`src/rtl/mips_fetch.sv`:
```
// MIPS instruction fetch stage: owns the PC, fetches words from instruction memory,
// holds each instruction for decode and picks the next PC when decode accepts it.
module mips_fetch #(
  parameter logic [31:0] RESET_PC   = 32'h0040_0000,
  parameter logic [31:0] EXC_VECTOR = 32'h8000_0180
) (
  input  logic        clock,
  input  logic        reset,
  output logic        imem_req,
  output logic [31:0] imem_addr,
  input  logic        imem_ready,
  input  logic        imem_rvalid,
  input  logic [31:0] imem_rdata,
  output logic [31:0] inst,
  output logic        inst_valid,
  output logic [31:0] pc,
  input  logic        inst_ack,
  input  logic [1:0]  control_type,
  input  logic        except,
  input  logic [31:0] rs_data,
  output logic        exc_taken,
  output logic [31:0] epc,
  output logic [1:0]  dbg_state
);

  localparam logic [1:0] IDLE = 2'd0;
  localparam logic [1:0] REQ  = 2'd1;
  localparam logic [1:0] WAIT = 2'd2;
  localparam logic [1:0] HOLD = 2'd3;

  localparam logic [1:0] CT_SEQ    = 2'b00;
  localparam logic [1:0] CT_BRANCH = 2'b01;
  localparam logic [1:0] CT_JUMP   = 2'b10;

  logic [1:0]  state;
  logic [31:0] p4;
  logic [31:0] br_off;
  logic [31:0] target;
  logic        take_exc;

  // Handshakes: a memory request transfers on a clock edge where imem_req and
  // imem_ready are both 1; read data is taken only in WAIT on imem_rvalid; an
  // instruction transfers to decode on an edge where inst_valid and inst_ack are 1.
  // Every other combination of these inputs is ignored.
  assign imem_req   = (state == REQ);
  assign inst_valid = (state == HOLD);
  assign imem_addr  = pc;
  assign dbg_state  = state;

  always_comb begin
    p4       = pc + 32'd4;
    br_off   = {{14{inst[15]}}, inst[15:0], 2'b00};
    target   = p4;
    take_exc = except;
    case (control_type)
      CT_SEQ:    target = p4;
      CT_BRANCH: target = p4 + br_off;
      CT_JUMP:   target = {p4[31:28], inst[25:0], 2'b00};
      default: begin
        target = rs_data;
        // a misaligned register target faults like an unrecognised instruction
        if (rs_data[1:0] != 2'b00) take_exc = 1'b1;
      end
    endcase
  end

  always_ff @(posedge clock or negedge reset) begin
    if (!reset) begin
      state     <= IDLE;
      pc        <= RESET_PC;
      inst      <= 32'd0;
      epc       <= 32'd0;
      exc_taken <= 1'b0;
    end else begin
      exc_taken <= 1'b0;
      case (state)
        IDLE: state <= REQ;
        REQ: begin
          if (imem_ready) state <= WAIT;
        end
        WAIT: begin
          if (imem_rvalid) begin
            inst  <= imem_rdata;
            state <= HOLD;
          end
        end
        default: begin
          if (inst_ack) begin
            state <= REQ;
            if (take_exc) begin
              pc        <= EXC_VECTOR;
              epc       <= pc;
              exc_taken <= 1'b1;
            end else begin
              pc <= target;
            end
          end
        end
      endcase
    end
  end

endmodule

```
`config.mk`:
```
export PLATFORM = sky130hd
export DESIGN_NAME = mips_fetch
export DESIGN_NICKNAME = d
export VERILOG_FILES = /design/src/rtl/mips_fetch.sv
export SDC_FILE = /design/constraint.sdc
export NUM_CORES = 1
export LEC_CHECK = 0
export CAP_MARGIN = 20
export CORE_AREA = 8 8 160 162
export CTS_CLUSTER_SIZE = 30
export DETAILED_ROUTE_END_ITERATION = 7
export DIE_AREA = 0 0 168 170
export MAX_ROUTING_LAYER = met4
export PLACE_DENSITY_LB_ADDON = 0.08
export SYNTH_ARGS = -nofsm -noshare
export SYNTH_HDL_FRONTEND = slang
export SYNTH_SLANG_ARGS = --single-unit
```
`constraint.sdc`:
```
create_clock -name clock -period 3.3 [get_ports clock]
set_input_delay 0.66 -clock clock [delete_from_list [all_inputs] [get_ports clock]]
set_output_delay 0.66 -clock clock [all_outputs]
set_load 0.02 [all_outputs]
```
==> results of run 1 <==
per-layer routing:
layer,vias to the layer above,share of wire
met5,-,0
met4,0,0.0076
met3,11,0.050
met2,168,0.45
met1,3093,0.49
li1,2990,-
cells in the mapped netlist, types with 4 or more instances:
library cell / count / share of area
a31oi_1: 10 / 0.0092
clkbuf_1: 19 / 0.010
mux2_2: 64 / 0.11
xor2_1: 18 / 0.023
o21ai_0: 17 / 0.012
nand4_1: 10 / 0.0092
mux4_2: 19 / 0.063
buf_4: 32 / 0.035
nor3_1: 6 / 0.0044
inv_1: 17 / 0.0094
buf_1: 4 / 0.0022
and2_1: 9 / 0.0083
ha_1: 40 / 0.073
a22o_1: 14 / 0.018
nand3_1: 19 / 0.014
nor2_1: 36 / 0.020
a21o_1: 15 / 0.017
and4_1: 4 / 0.0051
nand2_1: 52 / 0.029
dfrtp_1: 98 / 0.36
a21oi_1: 31 / 0.023
o211ai_1: 5 / 0.0055
o21bai_1: 4 / 0.0044
o21ai_1: 7 / 0.0051
xnor2_1: 30 / 0.039
and3_1: 7 / 0.0064
mux2i_1: 9 / 0.013
worst register-to-register path, delay by kind of cell (launching register included):
kind,cells,cell delay (ps)
xor+xnor,2,370
flops,1,420
compound gates,5,770
mux,1,230
simple gates,6,1280
buf+inv,1,130
fa+ha+maj,1,230
per-stage QoR:
step	cells	total power [W]	worst slack, ps	utilization
after global routing	1256	0.0126	-458	0.483
after floorplan	654	0.00624	-34.0	-
after CTS	1247	0.0113	-214	0.465
after global placement	1220	0.00969	-427	0.431
final	1256	0.0118	-253	0.483
after detailed placement	1220	0.00965	-439	0.431
timing repair:
item | 4_1_cts | 5_1_grt
buffers inserted | 13 | 8
resized for setup | 75 | 59
endpoints found under the setup margin | 19 | 23
pin swaps | 67 | 58
hold endpoints to repair | 0 | 0
area by class of cell:
cell class | count | area (um2)
clock buffer | 10 | 229
antenna | 1 | 2.50
fill | 2127 | 11900
timing repair buffer | 353 | 3220
tap | 290 | 363
sequential | 99 | 2490
clock inverter | 6 | 48.8
multi-input combinational | 480 | 4730
inverter | 17 | 63.8
flip-flops by register name, indices dropped and copies added, names as in the netlist:
register / cells
inst: 32
dbg_state: 2
epc: 32
imem_addr: 32
exc_taken: 1
report_power, final:
group	internal, W	switching, W
Clock	0.000521	0.000524
Sequential	0.00173	0.000540
Combinational	0.00432	0.00419
Total	0.00658	0.00526
logic make-up (layout without fill, tap and decap cells):
kind of cell,Yosys count,in the layout,synth area share
compound gates,138,138,0.140
xor+xnor,49,49,0.0641
mux,93,93,0.183
flops,99,99,0.364
simple gates,159,159,0.113
buf+inv,75,386,0.0595
fa+ha+maj,41,41,0.0764
other cells,0,1,0
worst paths after layout:
kind	cells after the start	endpoint	startpoint	slack [ps]
worst max-delay path	16	imem_addr[31]$_DFFE_PN0P_	imem_addr[3]$_DFFE_PN0P_	-250
worst min-delay path	1	inst[1]$_DFFE_PN0P_	reset	330
worst max register to register	16	imem_addr[31]$_DFFE_PN0P_	imem_addr[3]$_DFFE_PN0P_	-250
min in group clock	2	epc[2]$_DFFE_PN0P_	epc[2]$_DFFE_PN0P_	490
max in group asynchronous	2	imem_addr[11]$_DFFE_PN0P_	reset	2210
worst min register to register	2	epc[2]$_DFFE_PN0P_	epc[2]$_DFFE_PN0P_	490
cell usage in the layout, fill, tap and decap left out, types with 8 or more instances in the layout:
cell	instances
buf_4	138
clkbuf_16	9
clkdlybuf4s50_1	202
a21oi_2	11
nand4_1	10
o21ai_0	10
dfrtp_2	10
mux2_2	64
a21oi_1	18
dfrtp_1	88
ha_4	13
ha_1	26
xnor2_2	9
xnor2_1	16
nand2_2	8
buf_6	10
nor2_1	31
o21ai_2	8
mux2i_1	9
a21o_1	15
nand3_1	15
mux4_2	19
inv_1	17
a22o_1	14
xor2_1	14
nand2_1	44
==> flow_metrics.tcl, run 1 <==
set metrics [dict create \
    status "complete, but fails checks" \
    die_y_um 170 \
    synth.net_count 767 \
    drt_iter0_drc 297 \
    crit_path_max_fanout 4 \
    cts_tree "built" \
    failed_checks "negative setup slack" \
    worstSetupStartpointType "register" \
    die_w_um 168 \
    finalWirelength_um 26600 \
    grt_remaining_overflow 0 \
    setup_ws_ps -253 \
    ys_types 65 \
    cap_violations 0 \
    tightest_slew_ps 797 \
    fin_worst_skew_ps 16.2 \
    synth_edf_count 0 \
    power_density_nw_per_um2 1060 \
    cts_made_buffers 9 \
    hold_path.class "input port to async pin" \
    syn_area_um2 6820 \
    setup_viol 13 \
    fin_nets 1073 \
    layout_min_cycle_time_ps 3550 \
    maxSlewHeadroom 0.466 \
    hold_viol 0 \
    postSynthCellCount 654 \
    leakage_nw 4.83 \
    grt_setup_unrepaired "yes" \
    slowest_delay_ps 420 \
    grt_pass1_vias 6672 \
    cpLargestDelayFamily "simple AND/OR/NAND/NOR gates" \
    cts_root_buf "clkbuf_16" \
    crit_slowest_cell "dfrtp_2" \
    worstPathRequired_ps 3530 \
    routabilityCongestion 0.921 \
    final-max-slew-violation-count 0 \
    io_buffers 204 \
    ctsHoldBuffers 0 \
    drive_above_1_share 0.384 \
    grtUsageTotal 0.189 \
    ant_nets 0 \
    dr.pass1.iters 4 \
    path_cells "and4_4 > nand4_1 > nor2_1 > and3_4 > buf_4 > xor2_4 > ha_4 > nand4_1 > a211oi_2 > a31oi_2 > nand4_1 > o2111ai_4 > a31oi_4 > xnor2_2 > mux2i_1 > o21ai_2" \
    rows 56 \
    antenna_found_initial 1 \
    met3_usage 0.0350 \
    placedInstanceArea_um2 9920 \
    path_clk_slew_ps 80 \
    crit_arrival_ps 3790 \
    h-tree-depth 3 \
    boundaryPins 205 \
    fin_tns_setup_ps -1450 \
    worst_path_most_repeated_cell "nand4_1" \
    die_area_um2 28600 \
    clkLatencyLatePin_ps 360 \
    grt_pass1_wl_um 40500 \
    via_per_inst 4.99 \
    async_flop_share 1.00 \
    ys_ff_latch 99 \
    top_usage_layer "met2" \
    initial_core_util 0.296 \
    drc 0 \
    timing.hold.ws_ps 332 \
    dp_hpwl_um 20500 \
    ir_worst_vdd_mv 0.470 \
    cts.sink_count 99 \
    synth-main-ff-cell "dfrtp_1" \
    path_buf_inv 1 \
    grtUsageMet2 0.279 \
    grt_max_degree 51 \
    syn-mean-instance-area_um2 10.4 \
    postLayoutCellArea_um2 11100 \
    vias 6262 \
    yosys_warnings 0 \
    worstSetupPathType "register to register" \
    cts_buffer_depth 2 \
    seq_area_frac_synth 0.364 \
    wl_per_cell_um 21.2 \
    period_share 1.08 \
    use_met1 0.266 \
    critPathCaptureType "register" \
    core_um2 23100 \
    fmaxAchievable_mhz 281 \
    syn_to_final_growth_pct 63.5 \
]
Note: power is estimated with default switching activity, not from simulation.
==> run 2: changes to the inputs <==
--- a/config.mk
+++ b/config.mk
@@ -7,7 +7,7 @@
 export LEC_CHECK = 0
 export CAP_MARGIN = 20
 export CORE_AREA = 8 8 160 162
-export CTS_CLUSTER_SIZE = 30
+export CTS_CLUSTER_SIZE = 8
 export DETAILED_ROUTE_END_ITERATION = 7
 export DIE_AREA = 0 0 168 170
 export MAX_ROUTING_LAYER = met4
==> results of run 2 <==
Final layout, timing and power as in run 1 (identical DEF).
